[src/rtl/inject_arbiter.sv]
// Wormhole injection arbiter: merges NUM_REQ requesters onto one router local port.
// Define INJECT_ARB_STARVE_EN to add per-requester starvation counters that promote waiting low-priority sources.
module inject_arbiter #(
  parameter int unsigned NUM_REQ      = 4,
  parameter int unsigned FLIT_W       = 64,
  parameter int unsigned STARVE_LIMIT = 15
) (
  input  logic                       clk,
  input  logic                       rst,
  input  logic [NUM_REQ-1:0]         src_valid,
  input  logic [NUM_REQ*FLIT_W-1:0]  src_flit,
  input  logic [NUM_REQ-1:0]         src_last,
  input  logic [NUM_REQ-1:0]         src_hipri,
  output logic [NUM_REQ-1:0]         src_ready,
  output logic                       req_out,
  output logic [FLIT_W-1:0]          flit_out,
  input  logic                       ack_in,
  output logic [$clog2(NUM_REQ)-1:0] owner,
  output logic                       busy
);

  localparam int unsigned IDX_W = $clog2(NUM_REQ);

  typedef enum logic [1:0] {
    IDLE,
    HOLD,
    LOCK
  } state_t;

  state_t             state_q, state_d;
  logic               req_q, req_d;
  logic [FLIT_W-1:0]  flit_q, flit_d;
  logic               last_q, last_d;
  logic [IDX_W-1:0]   owner_q, owner_d;
  logic [IDX_W-1:0]   rr_ptr_q, rr_ptr_d;

  logic               load;
  logic               release_pkt;
  logic               owner_only;
  logic [IDX_W-1:0]   arb_ptr;
  logic [IDX_W-1:0]   hi_pick;
  logic [IDX_W-1:0]   any_pick;
  logic [IDX_W-1:0]   grant_idx;
  logic               grant;
  logic [NUM_REQ-1:0] grant_vec;
  logic [NUM_REQ-1:0] promoted;
  logic [NUM_REQ-1:0] hi_cand;

  function automatic logic [IDX_W-1:0] wrap_add(input logic [IDX_W-1:0] base,
                                                input int unsigned      off);
    int unsigned sum;
    sum = (32'(base) + off) % NUM_REQ;
    return IDX_W'(sum);
  endfunction

`ifdef INJECT_ARB_STARVE_EN
  logic [NUM_REQ-1:0][7:0] starve_q, starve_d;

  always_comb begin
    promoted = '0;
    for (int unsigned i = 0; i < NUM_REQ; i++) begin
      promoted[i] = (starve_q[i] >= 8'(STARVE_LIMIT));
    end
  end

  always_comb begin
    starve_d = starve_q;
    for (int unsigned i = 0; i < NUM_REQ; i++) begin
      if (grant_vec[i]) begin
        starve_d[i] = '0;
      end else if (src_valid[i] && (starve_q[i] != 8'hFF)) begin
        starve_d[i] = starve_q[i] + 8'd1;
      end
    end
  end

  always_ff @(posedge clk) begin
    if (rst) begin
      starve_q <= '0;
    end else begin
      starve_q <= starve_d;
    end
  end
`else
  always_comb begin
    promoted = '0;
  end
`endif

  always_comb begin
    load        = (state_q != HOLD) || ack_in;
    release_pkt = (state_q == HOLD) && ack_in && last_q;
    owner_only  = (state_q == LOCK) || ((state_q == HOLD) && !last_q);
    // A releasing owner hands the pointer on in the same cycle so back-to-back grants rotate.
    arb_ptr     = release_pkt ? wrap_add(owner_q, 1) : rr_ptr_q;
  end

  assign hi_cand = src_valid & (src_hipri | promoted);

  // Scanning from the far end lets the candidate nearest arb_ptr overwrite the rest.
  always_comb begin
    hi_pick  = arb_ptr;
    any_pick = arb_ptr;
    for (int unsigned k = NUM_REQ; k > 0; k--) begin
      if (hi_cand[wrap_add(arb_ptr, k - 1)]) begin
        hi_pick = wrap_add(arb_ptr, k - 1);
      end
      if (src_valid[wrap_add(arb_ptr, k - 1)]) begin
        any_pick = wrap_add(arb_ptr, k - 1);
      end
    end
  end

  always_comb begin
    grant     = 1'b0;
    grant_idx = owner_q;
    if (!rst && load) begin
      if (owner_only) begin
        grant = src_valid[owner_q];
      end else if (|src_valid) begin
        grant     = 1'b1;
        grant_idx = (|hi_cand) ? hi_pick : any_pick;
      end
    end
    grant_vec = '0;
    if (grant) begin
      grant_vec[grant_idx] = 1'b1;
    end
  end

  always_comb begin
    state_d  = state_q;
    req_d    = req_q;
    flit_d   = flit_q;
    last_d   = last_q;
    owner_d  = owner_q;
    rr_ptr_d = release_pkt ? arb_ptr : rr_ptr_q;

    if ((state_q == HOLD) && ack_in) begin
      req_d = 1'b0;
    end

    case (state_q)
      IDLE: if (grant) state_d = HOLD;
      HOLD: if (ack_in) state_d = grant ? HOLD : (last_q ? IDLE : LOCK);
      LOCK: if (grant) state_d = HOLD;
      default: state_d = IDLE;
    endcase

    if (grant) begin
      req_d   = 1'b1;
      flit_d  = src_flit[grant_idx*FLIT_W +: FLIT_W];
      last_d  = src_last[grant_idx];
      owner_d = grant_idx;
    end
  end

  always_ff @(posedge clk) begin
    if (rst) begin
      state_q  <= IDLE;
      req_q    <= 1'b0;
      flit_q   <= '0;
      last_q   <= 1'b0;
      owner_q  <= '0;
      rr_ptr_q <= '0;
    end else begin
      state_q  <= state_d;
      req_q    <= req_d;
      flit_q   <= flit_d;
      last_q   <= last_d;
      owner_q  <= owner_d;
      rr_ptr_q <= rr_ptr_d;
    end
  end

  assign src_ready = grant_vec;
  assign req_out   = req_q;
  assign flit_out  = flit_q;
  assign owner     = owner_q;
  assign busy      = (state_q != IDLE);

endmodule

[config.mk]
export PLATFORM = sky130hd
export DESIGN_NAME = inject_arbiter
export DESIGN_NICKNAME = d
export VERILOG_FILES = /design/src/rtl/inject_arbiter.sv
export SDC_FILE = /design/constraint.sdc
export NUM_CORES = 1
export LEC_CHECK = 0
export CAP_MARGIN = 20
export CORE_UTILIZATION = 23
export DETAILED_ROUTE_END_ITERATION = 16
export RECOVER_POWER = 25
export SLEW_MARGIN = 25
export SYNTH_ARGS = -nofsm -noshare
export SYNTH_HDL_FRONTEND = slang
export SYNTH_SLANG_ARGS = --single-unit
export TNS_END_PERCENT = 20
[constraint.sdc]
create_clock -name clk -period 5.3 [get_ports clk]
set_clock_uncertainty 0.15 [all_clocks]
set_input_delay 1.59 -clock clk [delete_from_list [all_inputs] [get_ports clk]]
set_output_delay 1.59 -clock clk [all_outputs]
set_load 0.05 [all_outputs]
=== After elaboration in Yosys (flattened, before gate mapping) ===
Cells that the tools add are included.

* Word-level logic and storage cells: 86
* Output and inout bits: 72
* Bits in registers: 72
* Input bits: 271

* Shift-type cells: 1
* $add $sub $neg: 4
* Bitwise operators: 1
* Muxes and demuxes: 46
* Equality and inequality tests: 5
* Magnitude comparators: 7
* Reductions and logical operators: 16

{| class="wikitable"
|+ Operators by type and width
! operator !! number
|-
| $shiftx A256 B9 Y64 || 1
|-
| $mux W2 || 17
|-
| $bmux W1 S2 || 10
|-
| $lt A2 B3 Y1 const B || 6
|-
| $mux W1 || 16
|-
| $reduce_or A4 Y1 || 2
|-
| $logic_and A1 B1 Y1 || 5
|-
| $add A2 B1 Y2 const B || 2
|-
| $add A2 B2 Y2 const B || 2
|-
| $and A4 B4 Y4 || 1
|-
| $mux W4 || 1
|-
| $ne A2 B1 Y1 const B || 2
|-
| $pmux W2 S2 || 1
|-
| $reduce_bool A2 Y1 || 2
|-
| $demux W1 S2 || 1
|-
| $eq A2 B1 Y1 const B || 1
|-
| $eq A2 B2 Y1 const B || 1
|-
| $ge A2 B1 Y1 const B || 1
|-
| $logic_not A1 Y1 || 2
|-
| $logic_not A2 Y1 || 1
|-
| $logic_or A1 B1 Y1 || 2
|-
| $ne A2 B2 Y1 const B || 1
|-
| $reduce_and A2 Y1 || 1
|-
| $reduce_or A2 Y1 || 1
|}

=== Logic depth before layout (Yosys ltp) ===
Gate-level depths: netlist of the first run.

* Depth after elaboration: 20
* Gate-level depth with buffers: 12
* Gate-level depth less buffers: 8

=== Worst setup path before layout of the first run ===
OpenSTA, ideal clock, no wires.

* Path type: input-to-output
* Start point: input port ack_in
* End point: output port src_ready[0]
* Cell stages on the path: 10
* Data arrival time: 4.143 ns
* Slack: -0.583 ns
* Cells stage by stage: and4b_1 buf_4 mux2i_1 a21oi_1 a211oi_1 o211ai_1 o21ai_1 buf_2 clkbuf_1 nor2b_1

* Longest elaborated chain between the ends: 19

{| class="wikitable"
|+ Ends and longest elaborated chain
! item !! line !! text
|-
| from (decl) || 17 || <nowiki>input logic ack_in,</nowiki>
|-
| $logic_and A1 B1 Y1 (2 in a row) || 92 || <nowiki>release_pkt = (state_q == HOLD) && ack_in && last_q;</nowiki>
|-
| $mux W2 || 95 || <nowiki>arb_ptr = release_pkt ? wrap_add(owner_q, 1) : rr_ptr_q;</nowiki>
|-
| $add A2 B2 Y2 || 52 || <nowiki>sum = (32'(base) + off) % NUM_REQ;</nowiki>
|-
| $bmux W1 S2 (on tied branches) || 108, 105 ||
|-
| $mux W1 (on tied branches) || 108, 105 ||
|-
| $mux W2 (on tied branches) (4 in a row) || 108, 105 ||
|-
| $mux W2 || 122 || <nowiki>grant_idx = (|hi_cand) ? hi_pick : any_pick;</nowiki>
|-
| $mux W2 || 120 || <nowiki>end else if (|src_valid) begin</nowiki>
|-
| $mux W2 || 118 || <nowiki>if (owner_only) begin</nowiki>
|-
| $mux W2 || 117 || <nowiki>if (!rst && load) begin</nowiki>
|-
| $lt A2 B3 Y1 (implied by the code) or $ge A2 B1 Y1 (tied branches) || 127 || <nowiki>grant_vec[grant_idx] = 1'b1;</nowiki>
|-
| $logic_and A1 B1 Y1 (implied by the code) || 127 ||
|-
| $mux W1 (implied by the code) || 127 ||
|-
| $demux W1 S2 || 127 ||
|-
| $mux W4 * || 126 || <nowiki>if (grant) begin</nowiki>
|-
| to (decl) || 14 || <nowiki>output logic [NUM_REQ-1:0] src_ready,</nowiki>
|}

Every way passes the cells marked *; elsewhere a longest branch is shown, timed or not. The select of a mux whose other input is x is not followed.

=== Worst setup path in the final report of the first run ===
* Start point: input port ack_in
* End point: output port src_ready[2]

Same word-level chain as after synthesis.

==> results of run 1 <==
==> worst max path at each step <==
stage	end	from	slack, ps
finish	src_ready[2]	ack_in	10
CTS	src_ready[1]	src_hipri[3]	3
global placement	src_ready[1]	ack_in	-400
global route	src_ready[2]	src_valid[0]	-110
floorplan	src_ready[0]	ack_in	-8
detailed placement	src_ready[3]	ack_in	-440
==> where the power goes <==
part	switching, mW	internal [mW]
combinational	0.635	0.522
clock	0.257	0.392
sequential	0.0451	0.615
total	0.937	1.53
==> cells in the mapped netlist, drive strengths merged <==
| master | number | area share |
|---|---|---|
| or3 | 1 | 0.0012 |
| nor2 | 12 | 0.0088 |
| or2 | 2 | 0.0025 |
| nor3b | 2 | 0.0029 |
| nand2 | 10 | 0.0074 |
| o41ai | 1 | 0.0017 |
| dfxtp | 72 | 0.28 |
| and4b | 1 | 0.0020 |
| a22o | 1 | 0.0017 |
| a211oi | 5 | 0.0074 |
| clkbuf | 24 | 0.018 |
| buf | 28 | 0.050 |
| xor2 | 1 | 0.0017 |
| nor3 | 3 | 0.0029 |
| nor4 | 3 | 0.0037 |
| and2 | 3 | 0.0037 |
| or4 | 1 | 0.0015 |
| nand2b | 2 | 0.0025 |
| a32oi | 2 | 0.0034 |
| nor2b | 8 | 0.0098 |
| a221oi | 65 | 0.17 |
| mux2i | 133 | 0.26 |
| o221ai | 1 | 0.0017 |
| nand3 | 2 | 0.0020 |
| mux4 | 2 | 0.0088 |
| mux2 | 2 | 0.0052 |
| o311ai | 1 | 0.0017 |
| o21bai | 66 | 0.097 |
| o31ai | 1 | 0.0015 |
| inv | 6 | 0.0044 |
| nand4 | 2 | 0.0025 |
| o21ai | 5 | 0.0049 |
| a31oi | 1 | 0.0012 |
| nand4b | 1 | 0.0017 |
| a21oi | 9 | 0.0088 |
| o211ai | 1 | 0.0015 |
| a2111oi | 2 | 0.0071 |
==> stage by stage <==
stage / std cells / utilization / instance area (um^2) / hold slack (ps)
finish: 1112 / 0.431 / 9370 / 377
global route: 1112 / 0.431 / 9370 / 395
CTS: 1112 / 0.429 / 9340 / 382
detailed placement: 1091 / 0.410 / 8910 / 373
global placement: 1091 / 0.410 / 8910 / 369
floorplan: 482 / - / 5120 / 324
==> registers in the layout (all words and copies together), names as in the netlist <==
signal,cells
flit_out,64
owner,2
rr_ptr_q,2
state_q,2
last_q,1
req_out,1
==> cell families (layout without fill, tap and decap cells) <==
logic type | count (synthesis) | count (layout)
flops | 72 | 72
simple gates | 53 | 53
xor+xnor | 1 | 1
buf+inv | 58 | 408
compound gates | 161 | 161
mux | 137 | 137
==> cell type report <==
cell class	count	area [um^2]
Clock buffer	12	256
Clock inverter	4	51.3
Fill cell	2113	12400
Inverter	6	22.5
Multi-Input combinational cell	352	3450
Sequential cell	72	1440
Tap cell	280	350
Timing Repair Buffer	386	3790
==> critical path: cells and delay by family <==
kind / cells / cell delay (ps)
AOI/OAI and AO/OA: 4 / 760
buffers and inverters: 6 / 860
and+or+nand+nor: 3 / 340
==> metal layers <==
metal	vias to the layer above	routed length, um	global-route usage
met5	-	0	0
met4	0	236	0.0385
met3	15	1280	0.0310
met2	173	10600	0.317
met1	2473	8270	0.201
li1	2584	-	-
==> what timing repair did <==
action                                  CTS  global route
setup buffers                             5             0
pin swaps                                13            12
endpoints found under the setup margin    4             4
resized for setup                        39            14
==> impl_metrics.yaml, run 1 <==
floorplan:
  rows: 54
  fp.dieW_um: 151
  die_h_um: 151
  io_pins: 343
  initial_core_util: 0.234
  fp.dieArea_um2: 22800
  placeableCoreArea_um2: 21800
power_and_ir_drop:
  finalPower_mw: 2.47
  p_leak_nw: 3.63
  power_density_nw_per_um2: 263
  vdd_drop_max_mv: 0.133
placed_design:
  pre_cts_slack_ps: -442
  io_buffer_count: 342
  gp_congestion: 0.856
  post-dp-hpwl_um: 15200
synthesis:
  yosys.area_share.simple: 0.0550
  synthCells: 482
  synth_top_family_by_area: "compound AO/OA/AOI/OAI gates"
  syn_avg_cell_area_um2: 10.6
  yosysUniqueCellTypes: 46
  synthMuxAreaShare: 0.275
  synth_area_um2: 5100
  synth_fa_ha_area_frac: 0
  synth_xor_xnor_area_share: 0.00172
  synthesis.nets: 753
  yosysSeqAreaShare: 0.283
  yosysWarningCount: 0
  synth_compound_area_frac: 0.313
  ys_ff_latch: 72
sta:
  layout_setup_ws_ps: 11.3
  finalSetupViolations: 0
  worst_pin_slew_ps: 1480
  report.final.hold_viol_count: 0
  fmax_mhz: 189
  slew_headroom: 0.0115
  finalCriticalPeriod_ps: 5290
  rsz0062_at_grt: "yes"
  drv_slew: 0
  fin_crit_sh: 0.998
  finalSetupTns_ps: 0
drt:
  drt_wl_total_um: 20400
  post_drt_wl_per_cell_um: 18.4
  vias: 5245
  antenna_left: 0
  drt-pass1-iter-count: 4
  vias_per_cell: 4.72
  drc: 0
  drt_iter0_drc: 98
outcome:
  status: "finished clean"
clock_network:
  clk_pin_slew_ps: 60
  cts_buffers: 9
  cts.htree.levels: 3
  clk_latency_ps: 340
  cts_tree: "built"
  cts.sinks: 72
  postCtsHoldBufs: 0
  cts_root_buf: "clkbuf_16"
  ctsLongestPathBuffers: 2
critical_path:
  crit_type: "input port to output port"
  worstPathMaxFanout: 5
  rr_startpoint: "owner[1]"
  crit_required_ps: 3560
  start_kind: "input port"
  cpMaxStageDelayCell: "o41ai_4"
  path_common_cell: "buf_4"
  rr_worst_depth: 11
  cp.arrival_ps: 3550
  worstReg2RegEnd: "flit_out[1]"
  reg2reg_slack_ps: 1290
  path_cells: "buf_6, buf_6, nand4b_1, buf_4, a211oi_2, a211oi_2, nor3b_2, o41ai_4, buf_4, o311ai_4, buf_4, nor2b_4, buf_12"
  crit_path_max_incr_delay_ps: 330
  end_kind: "output port"
final_layout:
  final_cell_mix: "clkdlybuf4s50_1, mux2i_1, dfxtp_1, o21bai_1, a221oi_2"
  final_common_cell: "clkdlybuf4s50_1"
  nets: 1098
  layout-drive-gt1-share: 0.175
  num_antenna_cells: 0
  area_growth_pct: 83.8
grt:
  grt_max_degree: 72
  grt_first_pass_wirelength_um: 29700
  grt_use_total: 0.171
  gr-total-overflow: 0
  antenna_found_initial: 0
  grt_pass1_vias: 5277
worst_hold_path:
  hold_start: "flit_out[44]"
  hold_depth: 2
  hold_class: "flip-flop to flip-flop"
  hold_end: "flit_out[44]"
job:
  maxCapViolations: 0
Power figures use the tool's default switching activity.
==> inputs of run 2 (changes only) <==
Settings changed: PLACE_DENSITY set to 0.57.
Clock period 5.3 ns to 5 ns, I/O delays scaled along.
==> run 2 against run 1 <==
Net effect: the run now ends with capacitance limit, slew limit, setup timing left; sequential share of layout area decreased by 0.092 points; register-to-register slack got worse by 390 ps; die area unchanged; cell count about the same; worst hold slack got worse by 39 ps; total power increased by 7.1%; sequential power increased by 6.1%; combinational power increased by 6%; first-iteration DRC count increased by 30%; highest routed layer unchanged; clock power increased by 9.2%; largest cell class unchanged; setup slack got worse by 23 ps.
==> impl_metrics.yaml, run 2 (synthesis gave the netlist of run 1 again) <==
outcome:
  status: "finished with violations"
  failed_checks: "capacitance limit, slew limit, setup timing"
power_and_ir_drop:
  power_density_nw_per_um2: 280
  p_leak_nw: 3.64
  vdd_drop_max_mv: 0.123
  finalPower_mw: 2.64
final_layout:
  layout-drive-gt1-share: 0.179
  largest_reg_flops: 64
  area_growth_pct: 84.9
  final_common_cell: "clkdlybuf4s50_1"
  final_util: 0.433
  nets: 1098
  final_cell_mix: "clkdlybuf4s50_1, mux2i_1, dfxtp_1, o21bai_1, a221oi_2"
  final_cells: 1113
grt:
  grt_first_pass_wirelength_um: 29300
  antenna_found_initial: 1
  grt_pass1_vias: 5278
  grt_max_degree: 72
  gr-total-overflow: 0
  grt_use_total: 0.170
sta:
  holdWs_ps: 338
  finalSetupViolations: 2
  slew_headroom: -1.15
  report.final.hold_viol_count: 0
  fmax_mhz: 200
  rsz0062_at_grt: "yes"
  finalCriticalPeriod_ps: 5010
  worst_pin_slew_ps: 3230
  fin_crit_sh: 1.00
  drv_slew: 72
  layout_setup_ws_ps: -11.7
clock_network:
  cts_buffers: 9
  cts.sinks: 72
  clk_pin_slew_ps: 60
  clk_latency_ps: 340
  cts_tree: "built"
  cts.htree.levels: 3
  ctsLongestPathBuffers: 2
  cts_root_buf: "clkbuf_16"
critical_path:
  crit_end: "src_ready[0]"
  cp.arrival_ps: 3360
  end_kind: "output port"
  start_kind: "input port"
  worstPathMaxFanout: 6
  reg2reg_slack_ps: 900
  worstSetupStartpoint: "ack_in"
  worstReg2RegEnd: "flit_out[12]"
  crit_type: "input port to output port"
  crit_required_ps: 3350
  rr_startpoint: "owner[1]"
  rr_worst_depth: 11
floorplan:
  initial_core_util: 0.234
  io_pins: 343
  placeableCoreArea_um2: 21800
  rows: 54
  fp.dieW_um: 151
  fp.dieArea_um2: 22800
  die_h_um: 151
drt:
  post_drt_wl_per_cell_um: 18.3
  drt_wl_total_um: 20300
  drt-pass1-iter-count: 4
  vias: 5274
  drt_iter0_drc: 127
  antenna_left: 0
  vias_per_cell: 4.74
  drc: 0
placed_design:
  io_buffer_count: 342
  pre_cts_slack_ps: -657
  dp_cells: 1092
  post-dp-hpwl_um: 14700
  gp_congestion: 0.802
job:
  maxCapViolations: 1
worst_hold_path:
  hold_class: "flip-flop to flip-flop"
[run 2: repair_timing]
item / CTS / global route
gates cloned: 0 / 0
setup endpoints to repair: 29 / 4
pin swaps: 9 / 17
buffers inserted: 0 / 4
hold buffers: 0 / 0
resized for setup: 33 / 20
[run 2: final cells by class]
cell class / instances / area (um^2)
flip-flops and latches: 72 / 1440
repair buffers: 386 / 3810
clock inverters: 5 / 81.3
fillers: 2137 / 12300
clock buffers: 11 / 233
multi-input cells: 352 / 3480
diodes: 1 / 2.50
well taps: 280 / 350
inverters: 6 / 22.5
[run 2: worst min path at each step]
| stage | start | to | slack, ps | depth (start not counted) |
|---|---|---|---|---|
| 2_1_floorplan | state_q[1] | state_q[0] | 320 | 1 |
| 3_3_place_gp | req_out | req_out | 330 | 2 |
| 3_5_place_dp | req_out | req_out | 330 | 2 |
| 4_1_cts | req_out | req_out | 350 | 2 |
| 5_1_grt | req_out | req_out | 380 | 2 |
| 6_report | req_out | req_out | 340 | 2 |
[run 2: metrics by stage]
step,instance area (um^2),TNS (ps)
5_1_grt,9420,-353
2_1_floorplan,5170,-57.0
3_5_place_dp,8950,-16540
3_3_place_gp,8950,-16760
4_1_cts,9300,-215
6_report,9420,-21.8
[run 2: power breakdown]
part | switching, mW | leakage (nW) | internal (mW) | total [mW]
combinational | 0.676 | 2.89 | 0.556 | 1.23
sequential | 0.0474 | 0.597 | 0.652 | 0.700
clock | 0.271 | 0.150 | 0.438 | 0.709
[run 2: metal layers]
layer	GRT usage	vias to the layer above	share of wire
li1	-	2587	-
met1	0.195	2458	0.41
met2	0.307	212	0.50
met3	0.0380	17	0.077
met4	0.0560	0	0.015
met5	0	-	0
[run 2: critical path, cell delays in order]
cell and delay (ps):
buf_6 100, and4b_2 220, buf_6 140, nor3_2 140
o21ai_0 80, nor3b_2 190, o41ai_4 360, o311ai_4 200
buf_6 170, nor2b_4 120, buf_12 140
==> inputs of run 3 (changes only) <==
Settings changed: GPL_ROUTABILITY_DRIVEN set to 1.
==> results of run 3 <==
Final layout, timing and power as in run 2 (identical DEF).
==> variant, RTL diff (settings of run 3) <==
`NUM_REQ`: 4 -> 2.
--- a/src/rtl/inject_arbiter.sv
+++ b/src/rtl/inject_arbiter.sv
@@ -1,7 +1,7 @@
 // Wormhole injection arbiter: merges NUM_REQ requesters onto one router local port.
 // Define INJECT_ARB_STARVE_EN to add per-requester starvation counters that promote waiting low-priority sources.
 module inject_arbiter #(
-  parameter int unsigned NUM_REQ      = 4,
+  parameter int unsigned NUM_REQ      = 2,
   parameter int unsigned FLIT_W       = 64,
   parameter int unsigned STARVE_LIMIT = 15
 ) (
Interface: changed (6 resized); port bits go from 343 to 206. No check against the original RTL was run, so the function may have changed too.
==> variant against run 3 <==
  * The run ends with capacitance limit, slew limit left
  * Hold slack got worse by 26 ps
  * Total power decreased by 28%
  * Synthesized area decreased by 35%
  * Wire length decreased by 43%
  * Final cell count decreased by 36%
  * Worst setup slack improved by 79 ps
  * Critical endpoint unchanged
  * Clock power decreased by 17%
  * Via count decreased by 35%
  * Fmax increased by 1.6%
  * Cell area decreased by 39%
  * Sequential share of layout area increased by 9.1 points
  * Largest power group is now sequential cells
  * Sequential cell count decreased by 2
==> variant: results (changes against run 3) <==
[status]
outcome = complete, but fails checks  ; unchanged
violations = capacitance limit, slew limit  ; was capacitance limit, slew limit, setup timing

[final_layout]
syn_to_final_growth_pct = 74.0  ; was 84.9%
multi_input_area_share_pct = 29.3  ; was 36.9%
seq_share_pct = 24.4  ; was 15.3%
buffer_area_share_pct = 37.4  ; was 40.5%
inv_count = 2  ; was 6
fillers = 1358  ; was 2137

[grt]
antenna_found_initial = 0  ; was 1
grt_usage_pct = 15.2  ; was 17.0%

[sta]
maxSlewHeadroom_pct = -19.9  ; was -115%
slew_viol_final = 37  ; was 72
timing.hold.ws_ps = 312  ; was 338 ps
layout_min_cycle_time_ps = 4930  ; was 5010 ps

[route]
via_count = 3431  ; was 5274
drt-vias-per-instance = 4.85  ; was 4.74
first_iter_violations = 206  ; was 127

[synth]
syn-instance-count = 334  ; was 482
ys_types = 34  ; was 46
yosysSeqAreaShare_pct = 42.5  ; was 28.3%

[critical_path]
r2r_end = flit_out[58]$_SDFFE_PP0N_  ; was flit_out[12]$_SDFFE_PP0P_
critPathMaxFanout = 4  ; was 6
worstRegToRegCells = 7  ; was 11
arrival_ps = 3280  ; was 3360 ps

[pwr]
ir_worst_vdd_mv = 0.136  ; was 0.123 mV
p_leak_nw = 2.15  ; was 3.64 nW

[placement]
port_buffers = 205  ; was 342

[clocking]
post_cts_resized = 0  ; was 33

[flow_run]
drv_cap = 1  ; unchanged

[variant: changes by cell type in the layout (fill, tap and decap cells not counted), sizes merged, moves of 6 or more]
cell                  run 3  this run
o21bai                   66         0
nor2b                     8         0
clkdlybuf4s50           297       170
nor2                     12         2
buf                      52        10
nand2                    10        34
a221oi                   65         1
and2                      3        35
a221o                     0        65
nor4                      3        31
a21oi                     9         3
nor3b                     2        32
mux2i                   133         1
[variant: logic make-up after synthesis]
kind of cell           after synthesis  synth area share (%)
AOI/OAI and AO/OA                   74                  22.5
buffers and inverters               39                  6.75
DFF                                 70                  42.5
muxes                                2                 0.758
and+or+nand+nor                    149                  27.5
[variant: power by group]
part	leakage, nW	switching (mW)	internal, mW
Clock	0.130	0.240	0.346
Combinational	1.44	0.376	0.272
Sequential	0.578	0.0316	0.623
[variant: metal layers]
layer,vias to the layer above,GRT usage (%),share of wire (%)
met5,-,0,0
met4,0,7.48,2.6
met3,19,4.45,9.0
met2,166,24.6,45
met1,1575,18.3,44
li1,1671,-,-
